===== src/rtl/pulse_stretcher.sv =====
// Widens a single-cycle rising edge on trigger into a programmable-length high
// level, followed by an optional forced-low holdoff gap; drops and flags excess edges.
module pulse_stretcher #(
    parameter int CNT_WIDTH   = 8,
    parameter int HOLDOFF_LEN = 2,
    parameter bit RETRIGGER   = 1'b1
) (
    input  logic                 clk,
    input  logic                 reset,
    input  logic                 trigger,
    input  logic [CNT_WIDTH-1:0] len,
    output logic                 stretched,
    output logic                 busy,
    output logic                 overrun
);

    typedef enum logic [2:0] {
        IDLE    = 3'b001,
        ACTIVE  = 3'b010,
        HOLDOFF = 3'b100
    } state_t;

    localparam logic [CNT_WIDTH-1:0] HOLD_M1 =
        (HOLDOFF_LEN == 0) ? '0 : CNT_WIDTH'(HOLDOFF_LEN - 1);

    state_t               state;
    logic [CNT_WIDTH-1:0] cnt;
    logic                 trig_q;
    logic                 trig_edge;
    logic [CNT_WIDTH-1:0] load_val;

    assign trig_edge = trigger & ~trig_q;
    // len==0 behaves as a one-cycle stretch, so the reload value is clamped at 0.
    assign load_val  = (len == '0) ? '0 : len - 1'b1;

    always_ff @(posedge clk) begin
        if (reset) begin
            state   <= IDLE;
            cnt     <= '0;
            trig_q  <= 1'b1;
            overrun <= 1'b0;
        end else begin
            trig_q  <= trigger;
            overrun <= 1'b0;
            case (state)
                IDLE: begin
                    if (trig_edge) begin
                        state <= ACTIVE;
                        cnt   <= load_val;
                    end
                end
                ACTIVE: begin
                    if (trig_edge && RETRIGGER) begin
                        cnt <= load_val;
                    end else begin
                        if (trig_edge) overrun <= 1'b1;
                        if (cnt == '0) begin
                            if (HOLDOFF_LEN == 0) begin
                                state <= IDLE;
                            end else begin
                                state <= HOLDOFF;
                                cnt   <= HOLD_M1;
                            end
                        end else begin
                            cnt <= cnt - 1'b1;
                        end
                    end
                end
                HOLDOFF: begin
                    if (trig_edge) overrun <= 1'b1;
                    if (cnt == '0) state <= IDLE;
                    else           cnt   <= cnt - 1'b1;
                end
                default: begin
                    state <= IDLE;
                    cnt   <= '0;
                end
            endcase
        end
    end

    assign stretched = (state == ACTIVE);
    assign busy      = (state != IDLE);

endmodule


===== config.mk =====
export PLATFORM = sky130hd
export DESIGN_NAME = pulse_stretcher
export DESIGN_NICKNAME = d
export VERILOG_FILES = /design/src/rtl/pulse_stretcher.sv
export SDC_FILE = /design/constraint.sdc
export NUM_CORES = 1
export LEC_CHECK = 0
export BUFFER_PORTS_ARGS = -buffer_cell sky130_fd_sc_hd__buf_4
export CAP_MARGIN = 10
export CORE_MARGIN = 2
export CORE_UTILIZATION = 50
export DETAILED_ROUTE_END_ITERATION = 10
export PLACE_DENSITY_LB_ADDON = 0.3
export SLEW_MARGIN = 30
export SYNTH_ARGS = -nofsm -noshare
export SYNTH_HDL_FRONTEND = slang
export SYNTH_SLANG_ARGS = --single-unit

===== constraint.sdc =====
create_clock -name clk -period 7.1 [get_ports clk]
set_clock_uncertainty 0.1 [all_clocks]
set_input_delay 0.355 -clock clk [delete_from_list [all_inputs] [get_ports clk]]
set_output_delay 0.355 -clock clk [all_outputs]
set_load 0.02 [all_outputs]

; Yosys cells after proc, flatten, opt, wreduce, memory -nomap -nowiden
; Cells that the tools add are included.
[classes]
bitwise = 3
n_reduce_logical = 5
n_eq_ne = 9
muxes = 12
addsub = 2
[ops]
columns = op, n
row1 = 8-bit two-way mux, 5
row2 = 8-bit one-hot mux with 3 select lines, 1
row3 = 8-bit zero test, 2
row4 = 8-bit by 1-bit subtractor with 8-bit output (second input constant), 2
row5 = 3-bit two-way mux, 4
row6 = 3-bit one-hot mux with 3 select lines, 1
row7 = 2-bit inequality test (second input constant), 4
row8 = 4-bit AND reduction, 1
row9 = 3-bit by 1-bit == test with 1-bit output (second input constant), 1
row10 = 3-bit by 2-bit == test with 1-bit output (second input constant), 1
row11 = 3-bit == test (second input constant), 1
row12 = 3-bit by 1-bit inequality test with 1-bit output (second input constant), 1
row13 = 2-bit by 1-bit inequality test with 1-bit output (second input constant), 1
row14 = 1-bit inverter, 2
row15 = 2-bit AND reduction, 1
row16 = 2-bit OR reduction, 1
row17 = 1-bit bitwise AND, 1
row18 = 1-bit two-way mux, 1
[word_totals]
output_inout_bits = 3
regBits = 13
input_bits = 11

; Depth between registers and ports, before layout
; Gate-level depths: netlist (run 1).
[depth]
depth_word = 4
mapped_depth = 9
depth_no_buf = 8

; Worst setup path before layout (run 1)
; No wires, ideal clock.
[synth_timing]
kind = flip-flop to flip-flop
startpoint = reg cnt[3]
endpoint = reg cnt[2]
stages_incl_launch_ff = 8
setup_ns = 0.122
path_slack_ns = 4.872
period_less_slack_ns = 2.228
t_arrival_ns = 2.006
required_time_ns = 6.878
cell_sequence = dfxtp_1 -> or4_4 -> or4_4 -> and3b_1 -> buf_6 -> clkinv_8 -> nor4b_1 -> a221o_1
[synth_via]
elab_chain_cells = 4
word_cells_on_any_way = 6
[synth_lines]
columns = element, line_no
row1 = from (decl), 27  ; logic [CNT_WIDTH-1:0] cnt;
row2 = from (signal assigned), 49  ; cnt <= load_val;
row3 = from (signal assigned), 54  ; cnt <= load_val;
row4 = from (signal assigned), 65  ; cnt <= cnt - 1'b1;
row5 = 8-bit zero test (*), "57, 71"
row6 = 8-bit two-way mux, 57  ; if (cnt == '0) begin
row7 = 8-bit two-way mux, 53  ; if (trig_edge && RETRIGGER) begin
row8 = 8-bit one-hot mux with 3 select lines, 45  ; case (state)
; Every way passes the cells marked *; elsewhere a longest branch is shown, timed or not.
; A chain may end at the register's enable or synchronous reset.

; Final worst setup path (run 1)
[layout_timing]
startpoint = reg state[2]
endpoint = reg cnt[5]
[layout_via]
elab_chain_cells = 3
word_cells_on_any_way = 7
[layout_lines]
columns = element, line_no
row1 = from (decl), 26  ; state_t state;
row2 = from (signal assigned), 38  ; state <= IDLE;
row3 = from (signal assigned), 48  ; state <= ACTIVE;
row4 = from (signal assigned), 59  ; state <= IDLE;
row5 = 3-bit == test / 3-bit by 1-bit == test with 1-bit output (equally long branches), 45
row6 = 2-bit inequality test (no line), -
row7 = 2-bit AND reduction (no line), -
; Parallel ways exist; a longest one is shown, timed or not.

==> out/metrics.yaml, run 1 <==
status:
  status: "finished, final reports clean"
synth:
  syn_area_per_cell_sq_um: 8.316
  synth_edf_count: 0
  synth_commonest_cells: "13 x dfxtp_1, 8 x inv_1, 7 x nor2_1, 7 x nor3_1, 7 x o22ai_1"
  synth_cell_types: 42
  yosysMostFrequentCell: "dfxtp_1"
  async_flop_share_pct: 0
  ys_warn_count: 0
  syn_area_sq_um: 964.7
  yosysSeqAreaShare_pct: 26.98
  synthFlopType: "dfxtp_1"
  syn-instance-count: 116
  yosys.area.top_type_share_pct: 26.98
  ys_ff_latch: 13
  synth_nets: 131
  synth_area_leaders: "dfxtp_1 27%, ha_1 5.2%, o22ai_1 4.5%"
  yosys.area.top_type: "dfxtp_1"
place:
  place_congestion: 0.8356
  port-buffer-count: 13
  post-dp-hpwl_mm: 1.688
  pre_cts_ws_ps: 4673
floorplanning:
  ios: 14
  core_area_sq_um: 1764
  die_x_um: 47.93
  num_rows: 15
  die-area_sq_um: 2297
  initial_core_util_pct: 54.68
  dieHeight_um: 47.93
worst_setup_path:
  path_cells: "or3b_2, or4_4, and3b_1, a21oi_1, o22ai_1"
  critical_path_required_ps: 7170
  crit_type: "flip-flop to flip-flop"
  crit_path_end_kind: "flip-flop"
  critical-path-slowest-cell: "or3b_2"
  critPathArrivalTime_ps: 2580
  crit_fanout: 8
  critPathMaxStageDelay_ps: 570
  reg2reg_depth: 5
  reg2reg_slack_ps: 4590
  reg2reg_from: "state[2]"
  startpoint_type: "flip-flop"
  path_buf_inv: 0
  cp_top_family: "simple AND/OR/NAND/NOR gates"
  r2r-end: "cnt[5]"
timing:
  fmax_mhz: 398.5
  setup_tns_ps: 0
  finalSetupViolations: 0
  period_share_pct: 35.35
  hold_viol: 0
  timing.final.ws_setup_ps: 4590
  drv_slew: 0
  fin_crit_ps: 2510
  relSlewSlack_pct: 51.11
  rsz0062_at_grt: "false"
  worst_slew_pin_slew_ps: 726.6
pwr:
  leakagePower_nw: 0.4477
  power.density_nw_per_um2: 149.5
  peakVddDrop_v: 0.0001046
global_route:
  gr-max-usage-layer: "met2"
  track_usage_pct: 22.94
  grt_pass1_vias: 828
  antenna_found_initial: 0
  grt_use_met1_pct: 30.02
  grt_max_degree: 10
  gr-usage-met2_pct: 34.93
  grt_use_met3_pct: 7.547
  overflow: 0
  grt_pass1_wl_mm: 3.650
finish:
  multi_input_area_sq_um: 638.1
  final_util_pct: 62.34
  fin_nets: 146
  syn_to_final_growth_pct: 14.01
  n_antenna_cell: 0
  seqCellArea_sq_um: 260.3
  drive_above_1_share_pct: 19.23
  n_fill_cell: 162
clocking:
  post-cts-setup-buffers: 0
  clock-root-buffer: "clkbuf_4"
  cts_made_buffers: 3
  cts_hold_buffers: 0
  clock-sinks: 13
  clk_latency_ps: 280
  htree_levels: 1
  cts_buffer_depth: 2
  cts.clk_slew.worst_paths_ps: 80
  cts_tree: "yes"
  post_cts_resized: 0
detailed_routing:
  dr_total_vias: 977
  first_pass_iters: 5
  drtAntennaViolNets: 0
  wire_per_inst_um: 15.03
  drt-total-wl_mm: 2.330
  via_per_inst: 6.303
  drtIter0Drc: 47
  drc: 0
job:
  drv_cap: 0
worst_hold_path:
  hold_depth: 2
  min_delay_worst_endpoint: "trig_q"
  worstHoldStart: "trigger"
  hold_class: "input pin to flip-flop"
cells in the final DEF, fill, tap and decap left out, types with 2 or more instances in the layout:
cell,instances
dfxtp_1,13
buf_4,13
inv_1,8
nor3_1,7
nor2_1,7
o22ai_1,7
a21oi_1,6
nand2_1,5
nor3b_1,4
nand2b_1,4
o32a_1,4
ha_1,4
a211oi_1,3
o21ai_0,3
xnor2_1,3
o31ai_1,3
mux2i_1,3
clkbuf_4,3
or4_4,2
or3b_2,2
nand3_1,2
or3_1,2
or2_2,2
a22o_1,2
metrics by stage:
stage / instance area (sq um) / std cells / power (mW) / hold WS (ps)
after detailed placement: 1074 / 151 / 0.1168 / 391.4
after global routing: 1100 / 155 / 0.1720 / 173.2
after global placement: 1074 / 151 / 0.1159 / 385.4
final: 1100 / 155 / 0.1644 / 175.8
after CTS: 1100 / 155 / 0.1637 / 175.0
after floorplan: 964.7 / 116 / 0.1042 / 327.8
kinds of logic after synthesis:
| group | share of synthesized area (%) |
|---|---|
| simple gates | 28.41 |
| compound gates | 26.72 |
| flops | 26.98 |
| buf+inv | 6.874 |
| fa+ha+maj | 5.188 |
| xor+xnor | 2.724 |
| mux | 3.113 |
worst max path at each step:
stage / from / to / slack (ps) / cells past startpoint
after floorplan: cnt[3] / cnt[2] / 4870 / 7
after global placement: state[2] / cnt[6] / 4720 / 5
after detailed placement: state[2] / cnt[5] / 4670 / 5
after CTS: state[2] / cnt[5] / 4630 / 5
after global routing: state[2] / cnt[4] / 4540 / 5
final: state[2] / cnt[5] / 4590 / 5
layer usage:
layer,part of all wire (%),wire (um)
met1,46,1061
met5,0,0
met2,42,982
met4,2.1,48
met3,10,237
report_power, final:
group	total, mW	switching (mW)	leakage, nW	internal (mW)
Clock	0.0477	0.0259	0.0150	0.0219
Sequential	0.0781	0.00282	0.106	0.0753
Combinational	0.0386	0.0217	0.327	0.0170
Total	0.164	0.0503	0.448	0.114
sequential cells by signal, indices dropped and copies added, names as in the netlist:
name,cells
cnt,8
state,3
overrun,1
trig_q,1
worst register-to-register path, stage by stage (launching register included):
cell and delay, ps:
dfxtp_1 510, or3b_2 570, or4_4 460, and3b_1 320, a21oi_1 310, o22ai_1 130
cell type report:
class / instances / area share [%]
clock buffer: 4 / 2.389
timing repair buffer: 13 / 8.874
multi-input combinational: 91 / 58.02
tap: 25 / 2.844
sequential: 13 / 23.66
inverter: 9 / 4.209
(Power assumes the default switching activity.)
==> inputs of run 2 (changes only) <==
clock period = 2.43 ns   (was 7.1 ns; I/O delays follow)
==> out/metrics.yaml, run 2 (synthesis gave the netlist of run 1 again) <==
status:
  status: "finished, final reports clean"
worst_setup_path:
  critical-path-slowest-cell: "or4_4"
  crit_top_cell: "or4_4"
  r2r-end: "cnt[2]"
  reg2reg_slack_ps: 80
  reg2reg_from: "cnt[3]"
  critPathMaxStageDelay_ps: 590
  crit_fanout: 6
  critical_path_required_ps: 2500
  reg2reg_depth: 6
  path_cells: "or4_4, or4_4, and3b_2, clkinv_8, nor4b_1, a221o_1"
  startpoint_type: "flip-flop"
  crit_type: "flip-flop to flip-flop"
  setup.worst_path.start: "cnt[3]"
  crit_path_end_kind: "flip-flop"
  critPathArrivalTime_ps: 2420
detailed_routing:
  dr_total_vias: 980
  drtAntennaViolNets: 0
  drtIter0Drc: 38
  drc: 0
  drt-total-wl_mm: 2.414
  via_per_inst: 6.049
  wire_per_inst_um: 14.90
  first_pass_iters: 4
timing:
  setup_tns_ps: 0
  relSlewSlack_pct: 63.89
  fin_crit_ps: 2351
  hold_viol: 0
  fmax_mhz: 425.4
  rsz0062_at_grt: "false"
  worst_slew_pin_slew_ps: 540.5
  timing.final.ws_setup_ps: 79.49
  period_share_pct: 96.73
  drv_slew: 0
  finalSetupViolations: 0
finish:
  largest_register: "cnt"
  largestRegisters: "cnt (8), state (3)"
  n_antenna_cell: 0
  syn_to_final_growth_pct: 20.88
  n_fill_cell: 167
  multi_input_area_sq_um: 643.1
  seqCellArea_sq_um: 260.3
  fin_nets: 153
  final_common_cell: "buf_4"
  mostFrequentLayoutCells: "17 x buf_4, 13 x dfxtp_1, 8 x inv_1"
  largest_register_ffs: 8
  drive_above_1_share_pct: 23.36
  final_area_sq_um: 1166
job:
  drv_cap: 0
place:
  pre_cts_ws_ps: 67.49
  post-dp-hpwl_mm: 1.721
  place_area_sq_um: 1104
  place_congestion: 0.8995
  port-buffer-count: 13
worst_hold_path:
  worstHoldStart: "len[3]"
  min_delay_worst_endpoint: "cnt[3]"
  hold_class: "input pin to flip-flop"
  hold_depth: 4
clocking:
  clock-root-buffer: "clkbuf_4"
  cts_made_buffers: 3
  cts_tree: "yes"
  clock-sinks: 13
  htree_levels: 1
  cts.clk_slew.worst_paths_ps: 80
  cts_buffer_depth: 2
  clk_latency_ps: 280
pwr:
  peakVddDrop_v: 0.0002934
  power.density_nw_per_um2: 416.3
  leakagePower_nw: 0.4808
floorplanning:
  dieHeight_um: 47.93
  die_x_um: 47.93
  core_area_sq_um: 1764
  initial_core_util_pct: 54.68
  num_rows: 15
  die-area_sq_um: 2297
  ios: 14
global_route:
  overflow: 0
  grt_pass1_vias: 863
  antenna_found_initial: 0
  grt_max_degree: 10
  grt_pass1_wl_mm: 3.795
  track_usage_pct: 23.62
[run 2: worst max-delay path by stage]
stage / end / cells past startpoint
2_1_floorplan: cnt[2] / 7
3_3_place_gp: cnt[6] / 5
3_5_place_dp: cnt[6] / 5
4_1_cts: cnt[6] / 5
5_1_grt: cnt[2] / 6
6_report: cnt[2] / 6
[run 2: layout make-up]
class,count,area share [%]
flip-flops and latches,13,22.32
clock inverters,1,0.4292
repair buffers,20,13.52
clock buffers,3,1.931
inverters,9,3.970
well taps,25,2.682
multi-input cells,91,55.15
[run 2: worst max-delay path: cells and delay by family, from the launching register on]
family / cells / cell delay (ps)
compound gates: 1 / 260
buf+inv: 1 / 80
flops: 1 / 360
simple gates: 4 / 1440
[run 2: repair_timing]
action | CTS | global route
resized for setup | 0 | 2
hold endpoints to repair | 5 | 0
hold buffers | 3 | 0
endpoints found under the setup margin | 0 | 4
setup buffers | 0 | 0
[run 2: metal layers]
layer / vias up / wire length (um) / track usage (%) / share of wire, %
li1: 483 / - / - / -
met1: 445 / 1113 / 32.28 / 46
met2: 45 / 1122 / 36.53 / 46
met3: 7 / 131 / 4.906 / 5.4
met4: 0 / 47 / 8.649 / 1.9
met5: - / 0 / 0 / 0
[run 2: report_power, final]
group | internal [mW] | switching, mW
combinational | 0.0577 | 0.0642
sequential | 0.220 | 0.00842
clock | 0.0612 | 0.0740
[run 2: per-stage QoR]
| stage | hold WS [ps] | utilization [%] | power, mW | instances |
|---|---|---|---|---|
| 2_1_floorplan | 94.26 | - | 0.3046 | 116 |
| 3_3_place_gp | 232.7 | 62.55 | 0.3446 | 155 |
| 3_5_place_dp | 242.2 | 62.55 | 0.3471 | 155 |
| 4_1_cts | 220.3 | 65.82 | 0.4886 | 162 |
| 5_1_grt | 227.6 | 66.10 | 0.5161 | 162 |
| 6_report | 230.3 | 66.10 | 0.4854 | 162 |
==> inputs of run 3 (changes only) <==
clock period = 3 ns   (was 2.43 ns; I/O delays follow)
==> out/metrics.yaml, run 3 (synthesis gave the netlist of run 1 again) <==
detailed_routing:
  first_pass_iters: 4
  drtAntennaViolNets: 0
  dr_total_vias: 977
  drc: 0
  drt-total-wl_mm: 2.362
  via_per_inst: 6.223
  wire_per_inst_um: 15.04
  drtIter0Drc: 36
worst_hold_path:
  hold_class: "input pin to flip-flop"
  worstHoldStart: "len[2]"
worst_setup_path:
  cp_top_family: "simple AND/OR/NAND/NOR gates"
  reg2reg_slack_ps: 550
  crit_fanout: 8
  path_depth: 5
  reg2reg_depth: 5
  crit_path_end_kind: "flip-flop"
  r2r-end: "cnt[6]"
  setup.worst_path.end: "cnt[6]"
  critPathMaxStageDelay_ps: 560
  reg2reg_from: "state[2]"
  crit_type: "flip-flop to flip-flop"
  critPathArrivalTime_ps: 2510
  path_buf_inv: 0
  startpoint_type: "flip-flop"
  path_cells: "or3b_2, or4_4, and3b_1, a21oi_1, o22ai_1"
  setup.worst_path.start: "state[2]"
  critical_path_required_ps: 3060
  critical-path-slowest-cell: "or3b_2"
pwr:
  peakVddDrop_v: 0.0002663
  power.density_nw_per_um2: 346.9
  leakagePower_nw: 0.4561
timing:
  fmax_mhz: 408.8
  worst_slew_pin_slew_ps: 718.9
  rsz0062_at_grt: "false"
  whs_ps: 232.7
  fin_crit_ps: 2446
  finalSetupViolations: 0
  drv_slew: 0
  relSlewSlack_pct: 51.63
  period_share_pct: 81.54
  hold_viol: 0
  setup_tns_ps: 0
floorplanning:
  initial_core_util_pct: 54.68
  core_area_sq_um: 1764
  ios: 14
  dieHeight_um: 47.93
  die-area_sq_um: 2297
  num_rows: 15
  die_x_um: 47.93
global_route:
  antenna_found_initial: 0
  track_usage_pct: 23.09
  grt_pass1_vias: 830
  grt_pass1_wl_mm: 3.663
  grt_max_degree: 10
  overflow: 0
finish:
  mostFrequentLayoutCells: "13 x dfxtp_1, 13 x buf_4, 8 x inv_1"
  largestRegisters: "cnt (8), state (3)"
  n_antenna_cell: 0
  syn_to_final_growth_pct: 16.08
  fin_nets: 148
  drive_above_1_share_pct: 18.94
  largest_register: "cnt"
  n_fill_cell: 158
  largest_register_ffs: 8
clocking:
  cts_made_buffers: 3
  clk_latency_ps: 280
  clock-root-buffer: "clkbuf_4"
  cts_tree: "yes"
  cts.clk_slew.worst_paths_ps: 80
  clock-sinks: 13
  cts_buffer_depth: 2
  post-cts-setup-buffers: 0
  htree_levels: 1
place:
  port-buffer-count: 13
  place_congestion: 0.8358
  post-dp-hpwl_mm: 1.758
status:
  status: "finished, final reports clean"
job:
  drv_cap: 0
-- run 3: report_power, final --
part	leakage (nW)	switching (mW)	internal, mW	total (mW)
Combinational	0.335	0.0519	0.0419	0.0937
Sequential	0.106	0.00668	0.178	0.185
Clock	0.0150	0.0583	0.0516	0.110
-- run 3: cell type report --
type / count / area (sq um) / share of cell area (%)
inverters: 9 / 46.29 / 4.134
multi-input cells: 91 / 638.1 / 56.98
repair buffers: 15 / 117.6 / 10.50
flip-flops and latches: 13 / 260.3 / 23.24
well taps: 25 / 31.28 / 2.793
clock buffers: 4 / 26.28 / 2.346
-- run 3: worst register-to-register path, stage by stage, from the launching register on --
cell	delay, ps
dfxtp_1	480
or3b_2	560
or4_4	450
and3b_1	310
a21oi_1	300
o22ai_1	130
-- run 3: repair_timing --
item                                   4_1_cts  5_1_grt
hold buffers                                 2        0
endpoints found under the hold margin        5        0
resized for setup                            0        0
-- run 3: worst min path at each step --
stage	cells after the start	to	slack (ps)
final	4	cnt[2]	230
after CTS	4	cnt[2]	230
after detailed placement	2	trig_q	270
after global routing	4	cnt[2]	240
after global placement	2	trig_q	260
after floorplan	1	cnt[7]	120
-- run 3: routing by layer --
metal	vias to the layer above	wire length [um]	share of wire, %	track usage (%)
li1	480	-	-	-
met1	433	1066	45	31.15
met2	53	1032	44	34.67
met3	11	190	8.0	5.660
met5	-	0	0	0
met4	0	72	3.0	10.27
-- run 3: through the flow --
stage | util [%] | std cells | power, mW | instance area (sq um) | worst slack (ps)
after floorplan | - | 116 | 0.2467 | 964.7 | 772.5
after global placement | 60.85 | 151 | 0.2744 | 1074 | 620.1
after detailed placement | 60.85 | 151 | 0.2775 | 1074 | 602.7
after CTS | 63.48 | 157 | 0.3868 | 1120 | 579.1
after global routing | 63.48 | 157 | 0.4050 | 1120 | 446.3
final | 63.48 | 157 | 0.3885 | 1120 | 553.9
